`src/rtl/regfile_wb_arbiter_if.sv`:
```
`default_nettype none
// +------------------------------------------------------------------------+
// | Module   : regfile_wb_arbiter_if                                       |
// | Brief    : Bundles the two writeback requesters, the system halt, the  |
// |            register-file write port and the status outputs.            |
// | Revision : 1.0 - initial release                                       |
// +------------------------------------------------------------------------+
interface regfile_wb_arbiter_if;
    logic        halt_sys;

    logic        a_valid;
    logic        a_ready;
    logic [3:0]  a_addr;
    logic [31:0] a_data;
    logic        a_r0_en;

    logic        b_valid;
    logic        b_ready;
    logic [3:0]  b_addr;
    logic [15:0] b_data;

    logic        wb_we;
    logic        wb_r0_en;
    logic [3:0]  wb_addr;
    logic [31:0] wb_data;
    logic        conflict;
    logic [7:0]  grant_cnt;

    // Requester / pipeline side
    modport master (
        output halt_sys,
        output a_valid, a_addr, a_data, a_r0_en,
        output b_valid, b_addr, b_data,
        input  a_ready, b_ready,
        input  wb_we, wb_r0_en, wb_addr, wb_data, conflict, grant_cnt
    );

    // Arbiter side
    modport slave (
        input  halt_sys,
        input  a_valid, a_addr, a_data, a_r0_en,
        input  b_valid, b_addr, b_data,
        output a_ready, b_ready,
        output wb_we, wb_r0_en, wb_addr, wb_data, conflict, grant_cnt
    );
endinterface
`default_nettype wire

```
`src/rtl/regfile_wb_arbiter.sv`:
```
`default_nettype none
// +------------------------------------------------------------------------+
// | Module   : regfile_wb_arbiter                                          |
// | Brief    : Arbitrates the ALU (A) and load (B) writeback requesters    |
// |            onto a single registered register-file write port.         |
// |            Optional macro WB_FAIRNESS_EN: round-robin tie resolution; |
// |            without it requester A always wins a tie.                  |
// | Revision : 1.0 - initial release                                       |
// +------------------------------------------------------------------------+
module regfile_wb_arbiter #(
    parameter int FAIR_DEFAULT = 1
) (
    input  wire logic           clk,
    input  wire logic           rst,
    regfile_wb_arbiter_if.slave bus
);

    localparam logic [1:0] c_ST_IDLE  = 2'd0;
    localparam logic [1:0] c_ST_WRITE = 2'd1;
    localparam logic [1:0] c_ST_HALT  = 2'd2;

    logic [1:0]  r_state;
    logic [1:0]  w_state_nxt;

    logic        w_open;
    logic        w_tie;
    logic        w_b_wins_tie;
    logic        w_a_grant;
    logic        w_b_grant;
    logic        w_xfer;
    logic        w_conflict;

    logic        r_wb_we;
    logic        r_wb_r0_en;
    logic [3:0]  r_wb_addr;
    logic [31:0] r_wb_data;
    logic        r_conflict;
    logic [7:0]  r_grant_cnt;

    // New grants are only possible out of reset, with no halt request and
    // once the FSM has left HALT.
    assign w_open = rst && !bus.halt_sys && (r_state != c_ST_HALT);
    assign w_tie  = bus.a_valid && bus.b_valid;

`ifdef WB_FAIRNESS_EN
    logic r_rr_ptr;

    assign w_b_wins_tie = r_rr_ptr;

    // Round-robin pointer: flips to the other requester after each tie grant
    always_ff @(posedge clk) begin
        if (!rst) begin
            r_rr_ptr <= (FAIR_DEFAULT != 0);
        end else if (w_xfer && w_tie) begin
            r_rr_ptr <= ~r_rr_ptr;
        end
    end
`else
    logic w_unused_fair;

    // Fixed priority: A wins every tie, so the pointer reset value is moot.
    assign w_b_wins_tie  = 1'b0;
    assign w_unused_fair = (FAIR_DEFAULT != 0);
`endif

    // Ready is a pure function of valid, halt and the arbitration state;
    // at most one requester is granted per cycle.
    assign w_a_grant   = w_open && bus.a_valid && (!w_tie || !w_b_wins_tie);
    assign w_b_grant   = w_open && bus.b_valid && (!w_tie ||  w_b_wins_tie);
    assign w_xfer      = w_a_grant || w_b_grant;
    assign bus.a_ready = w_a_grant;
    assign bus.b_ready = w_b_grant;

    // A high-word request aimed at R0 clashes with the low-word write.
    assign w_conflict  = w_a_grant && bus.a_r0_en && (bus.a_addr == 4'd0);

    // FSM state register
    always_ff @(posedge clk) begin
        if (!rst) begin
            r_state <= c_ST_IDLE;
        end else begin
            r_state <= w_state_nxt;
        end
    end

    // FSM next-state logic
    always_comb begin
        w_state_nxt = r_state;
        case (r_state)
            c_ST_IDLE: begin
                if (w_xfer) begin
                    w_state_nxt = c_ST_WRITE;
                end else if (bus.halt_sys) begin
                    w_state_nxt = c_ST_HALT;
                end
            end
            c_ST_WRITE: begin
                if (w_xfer) begin
                    w_state_nxt = c_ST_WRITE;
                end else if (bus.halt_sys) begin
                    w_state_nxt = c_ST_HALT;
                end else begin
                    w_state_nxt = c_ST_IDLE;
                end
            end
            c_ST_HALT: begin
                if (!bus.halt_sys) begin
                    w_state_nxt = c_ST_IDLE;
                end
            end
            default: begin
                w_state_nxt = c_ST_IDLE;
            end
        endcase
    end

    // Writeback register: capture the granted request, hold fields when idle
    always_ff @(posedge clk) begin
        if (!rst) begin
            r_wb_we     <= 1'b0;
            r_wb_r0_en  <= 1'b0;
            r_wb_addr   <= 4'd0;
            r_wb_data   <= 32'd0;
            r_conflict  <= 1'b0;
        end else begin
            r_wb_we    <= w_xfer;
            r_conflict <= w_conflict;
            if (w_a_grant) begin
                r_wb_addr  <= bus.a_addr;
                r_wb_data  <= bus.a_data;
                r_wb_r0_en <= bus.a_r0_en && !w_conflict;
            end else if (w_b_grant) begin
                r_wb_addr  <= bus.b_addr;
                r_wb_data  <= {16'h0000, bus.b_data};
                r_wb_r0_en <= 1'b0;
            end else begin
                r_wb_r0_en <= 1'b0;
            end
        end
    end

    // Completed-write counter, advanced at the end of each write cycle
    always_ff @(posedge clk) begin
        if (!rst) begin
            r_grant_cnt <= 8'd0;
        end else begin
            r_grant_cnt <= r_grant_cnt + {7'd0, r_wb_we};
        end
    end

    assign bus.wb_we     = r_wb_we;
    assign bus.wb_r0_en  = r_wb_r0_en;
    assign bus.wb_addr   = r_wb_addr;
    assign bus.wb_data   = r_wb_data;
    assign bus.conflict  = r_conflict;
    assign bus.grant_cnt = r_grant_cnt;

endmodule
`default_nettype wire

```
`src/flat_wrapper.sv`:
```
// flat-port wrapper written by rule: the top's interface ports become plain ports
module regfile_wb_arbiter_flat 
#(
    parameter int FAIR_DEFAULT = 1
)
  (clk, rst, bus_halt_sys, bus_a_valid, bus_a_addr, bus_a_data, bus_a_r0_en, bus_b_valid, bus_b_addr, bus_b_data, bus_a_ready, bus_b_ready, bus_wb_we, bus_wb_r0_en, bus_wb_addr, bus_wb_data, bus_conflict, bus_grant_cnt);
  regfile_wb_arbiter_if bus_i ();
  input  wire logic clk;
  input  wire logic rst;
  input wire logic [$bits(bus_i.halt_sys)-1:0] bus_halt_sys;
  input wire logic [$bits(bus_i.a_valid)-1:0] bus_a_valid;
  input wire logic [$bits(bus_i.a_addr)-1:0] bus_a_addr;
  input wire logic [$bits(bus_i.a_data)-1:0] bus_a_data;
  input wire logic [$bits(bus_i.a_r0_en)-1:0] bus_a_r0_en;
  input wire logic [$bits(bus_i.b_valid)-1:0] bus_b_valid;
  input wire logic [$bits(bus_i.b_addr)-1:0] bus_b_addr;
  input wire logic [$bits(bus_i.b_data)-1:0] bus_b_data;
  output wire logic [$bits(bus_i.a_ready)-1:0] bus_a_ready;
  output wire logic [$bits(bus_i.b_ready)-1:0] bus_b_ready;
  output wire logic [$bits(bus_i.wb_we)-1:0] bus_wb_we;
  output wire logic [$bits(bus_i.wb_r0_en)-1:0] bus_wb_r0_en;
  output wire logic [$bits(bus_i.wb_addr)-1:0] bus_wb_addr;
  output wire logic [$bits(bus_i.wb_data)-1:0] bus_wb_data;
  output wire logic [$bits(bus_i.conflict)-1:0] bus_conflict;
  output wire logic [$bits(bus_i.grant_cnt)-1:0] bus_grant_cnt;
  assign bus_i.halt_sys = bus_halt_sys;
  assign bus_i.a_valid = bus_a_valid;
  assign bus_i.a_addr = bus_a_addr;
  assign bus_i.a_data = bus_a_data;
  assign bus_i.a_r0_en = bus_a_r0_en;
  assign bus_i.b_valid = bus_b_valid;
  assign bus_i.b_addr = bus_b_addr;
  assign bus_i.b_data = bus_b_data;
  assign bus_a_ready = bus_i.a_ready;
  assign bus_b_ready = bus_i.b_ready;
  assign bus_wb_we = bus_i.wb_we;
  assign bus_wb_r0_en = bus_i.wb_r0_en;
  assign bus_wb_addr = bus_i.wb_addr;
  assign bus_wb_data = bus_i.wb_data;
  assign bus_conflict = bus_i.conflict;
  assign bus_grant_cnt = bus_i.grant_cnt;
  regfile_wb_arbiter #(.FAIR_DEFAULT(FAIR_DEFAULT)) u_core (.clk(clk), .rst(rst), .bus(bus_i));
endmodule
```
`config.mk`:
```
export PLATFORM = sky130hd
export DESIGN_NAME = regfile_wb_arbiter_flat
export DESIGN_NICKNAME = d
export VERILOG_FILES = /design/src/rtl/regfile_wb_arbiter_if.sv /design/src/rtl/regfile_wb_arbiter.sv /design/src/flat_wrapper.sv
export SDC_FILE = /design/constraint.sdc
export NUM_CORES = 1
export LEC_CHECK = 0
export CELL_PAD_IN_SITES_DETAIL_PLACEMENT = 0
export CELL_PAD_IN_SITES_GLOBAL_PLACEMENT = 1
export CORE_MARGIN = 2
export CORE_UTILIZATION = 25
export DETAILED_ROUTE_END_ITERATION = 6
export PLACE_DENSITY_LB_ADDON = 0.15
export SYNTH_ARGS = -nofsm -noshare
export SYNTH_HDL_FRONTEND = slang
export SYNTH_SLANG_ARGS = --single-unit
```
`constraint.sdc`:
```
create_clock -name clk -period 1.5 [get_ports clk]
set_clock_uncertainty 0.15 [all_clocks]
set_input_delay 0.3 -clock clk [delete_from_list [all_inputs] [get_ports clk]]
set_output_delay 0.3 -clock clk [all_outputs]
set_load 0.02 [all_outputs]
```
==> results.cfg <==
[clock_network]
clock_path_buffers = 2
cts_made_buffers = 5
cts_htree_levels = 2
cts-root-buf = clkbuf_8
clock_sinks = 49
ctsHoldBuffers = 0
cts.clk_slew.worst_paths_ps = 90
clkLatencyLatePin_ps = 300
cts_tree = yes

[pwr]
p_per_area_nw_per_um2 = 798.3
power_leakage_uw = 0.001583
irDropWorstVdd_v = 0.0003342

[drt]
viasPerCell = 4.856
wl_um = 6861
antenna_left = 0
drc = 0
vias = 2229
wire_per_inst_um = 14.95
drt_iter0_drc = 41
firstDrtPassIters = 4

[synthesis]
yosysWarnings = 0
ys_types = 30
synth.cell_area_sq_um = 2146
syn_nets = 288
netlist_instances = 224
yosysSeqAreaShare_pct = 45.71
ys_ff_latch = 49
synth_area_per_cell_sq_um = 9.580

[sta]
fin_ws_ps = -27.14
hold_violations = 0
setup_violations = 1
max_freq_mhz = 654.8
min_period_over_period_pct = 101.8
tns_ps = -27.14
period_minus_slack_ps = 1527
worstMarginPinSlew_ps = 255.9
drv_slew = 0
rsz0062_at_grt = yes
max-slew-margin-rel_pct = 82.80
fin_worst_hold_slack_ps = 320.1

[floorplanning]
coreArea_sq_um = 8258
pin_count = 111
die_w_um = 96.65
rows = 33
dieArea_sq_um = 9340
start_util_pct = 25.98
dieHeight_um = 96.65

[grt]
grt_max_degree = 25
grt_pass1_wl_um = 11260
grt.total_usage_pct = 14.60
gr-total-overflow = 0
antenna_found_initial = 1
grt_pass1_vias = 2267

[placement]
gp_congestion = 0.6828
port_buffers = 110
placed_cell_area_sq_um = 3541
hpwl_um = 4919

[job]
maxCapViolCount = 0

[min_path]
holdCritPathClass = reg2reg

[run_status]
violations = negative setup slack
outcome = finished with violations

[worst_setup_path]
end_kind = output pin
cp_max_fo = 3
cp-start-kind = flop
crit_type = reg2out
worstPathRequired_ps = 1050
cp.arrival_ps = 1080

[final_layout]
area_growth_pct = 74.52
drive_above_1_share_pct = 20.40
finalInstanceArea_sq_um = 3745
fin_nets = 416
-- kinds of logic after synthesis --
| logic type | share of synthesized area, % |
|---|---|
| AO/OA/AOI/OAI | 28.16 |
| AND/OR/NAND/NOR | 16.15 |
| flip-flops | 45.71 |
| buffers and inverters | 7.580 |
| XOR/XNOR | 1.225 |
| adder cells (fa/ha/maj) | 1.166 |
-- power by group --
| part | switching (uW) | leakage [uW] | internal, uW | total, uW |
|---|---|---|---|---|
| Sequential | 30.8 | 0.000403 | 1350 | 1380 |
| Combinational | 283 | 0.00112 | 342 | 625 |
| Clock | 436 | 0.0000585 | 544 | 980 |
-- sequential cells by signal, summed over array words and instances (netlist names) --
register              flops
u_core.bus.conflict       1
u_core.bus.wb_we          1
u_core.bus.wb_r0_en       1
u_core.bus.wb_data       32
u_core.r_state            2
u_core.bus.grant_cnt      8
u_core.bus.wb_addr        4
-- worst paths after layout --
path | start | to | slack, ps | cells past startpoint
min reg2reg | u_core.bus.wb_data[25]$_SDFFE_PN0P_ | u_core.bus.wb_data[25]$_SDFFE_PN0P_ | 320 | 2
max | u_core.r_state[0]$_SDFFE_PN0P_ | bus_a_ready | -30 | 3
max reg2reg | u_core.r_state[1]$_SDFFE_PN0P_ | u_core.bus.wb_data[10]$_SDFFE_PN0P_ | 70 | 5
min | u_core.bus.wb_data[25]$_SDFFE_PN0P_ | u_core.bus.wb_data[25]$_SDFFE_PN0P_ | 320 | 2
-- per-layer routing --
layer	GRT usage, %	vias to the layer above	part of all wire (%)	wire length (um)
met5	0	-	0	0
met4	3.792	0	0.90	62
met3	5.708	5	8.1	559
met2	23.93	68	48	3316
met1	17.92	1046	43	2923
li1	-	1110	-	-
-- per-stage QoR --
| step | setup WS [ps] | power, uW | utilization (%) | std cells |
|---|---|---|---|---|
| after floorplan | -34.62 | 1680 | - | 224 |
| after global placement | -829.5 | 2048 | 42.88 | 446 |
| after detailed placement | -816.5 | 2048 | 42.88 | 446 |
| after CTS | -39.71 | 3034 | 44.83 | 457 |
| after global routing | -69.01 | 3139 | 45.35 | 459 |
| final | -27.14 | 2989 | 45.35 | 459 |
-- synth_stat cells --
library cell / number / area [sq um]
nor2_4: 1 / 11.26
clkbuf_1: 11 / 41.29
and3_1: 1 / 6.260
nand3b_1: 5 / 37.54
ha_1: 2 / 25.02
xnor2_1: 1 / 8.760
nand2_1: 5 / 18.77
buf_2: 10 / 50.05
o221a_1: 15 / 168.9
xor2_1: 2 / 17.52
inv_1: 16 / 60.06
o31ai_1: 18 / 135.1
nand2_2: 1 / 6.260
nand2b_1: 3 / 18.77
nor2_1: 5 / 18.77
o21ai_0: 2 / 10.01
buf_6: 1 / 11.26
dfxtp_1: 49 / 980.9
a211o_1: 1 / 8.760
a21oi_1: 21 / 105.1
and2_1: 2 / 12.51
o2111a_1: 4 / 45.04
a2bb2oi_1: 15 / 131.4
nor2b_1: 3 / 18.77
nand3_1: 2 / 10.01
nor3_1: 2 / 10.01
or3_1: 2 / 12.51
nor2b_4: 1 / 13.76
nand4_1: 17 / 106.4
or4_1: 6 / 45.04
-- cells in the final DEF (no fill, tap or decap), drive strengths merged --
| master | synthesis | final |
|---|---|---|
| a211o | 1 | 1 |
| dfxtp | 49 | 49 |
| bufinv | 0 | 1 |
| nand2b | 3 | 3 |
| diode | 0 | 1 |
| nand4 | 17 | 17 |
| clkbuf | 11 | 8 |
| clkdlybuf4s15 | 0 | 9 |
| buf | 11 | 37 |
| xnor2 | 1 | 1 |
| and2 | 2 | 2 |
| o221a | 15 | 15 |
| or3 | 2 | 2 |
| o2111a | 4 | 4 |
| a21oi | 21 | 21 |
| nand3 | 2 | 2 |
| nand2 | 6 | 6 |
| dlygate4sd2 | 0 | 39 |
| a2bb2oi | 15 | 15 |
| clkdlybuf4s50 | 0 | 57 |
| xor2 | 2 | 2 |
| and3 | 1 | 1 |
| inv | 16 | 16 |
| o21ai | 2 | 2 |
| nor2 | 6 | 6 |
| nand3b | 5 | 5 |
| nor2b | 4 | 4 |
| or4 | 6 | 6 |
| nor3 | 2 | 2 |
| ha | 2 | 2 |
| o31ai | 18 | 18 |
-- critical path, stage by stage, from the launching register on --
cell	delay, ps
dfxtp_2	330
nand2b_4	150
and3_4	170
buf_6	130
-- area by class of cell --
type | count | area [sq um]
tap | 105 | 131.4
inverter | 16 | 60.06
clock buffer | 7 | 86.33
multi-input combinational | 137 | 1110
antenna | 1 | 2.502
sequential | 49 | 994.7
fill | 850 | 4513
timing repair buffer | 143 | 1330
clock inverter | 1 | 30.03
-- repair_timing --
action,4_1_cts,5_1_grt
hold endpoints to repair,0,0
pin swaps,6,4
gates resized for setup,91,22
setup buffers,3,1
endpoints found under the setup margin,89,27
(Power assumes the default switching activity.)
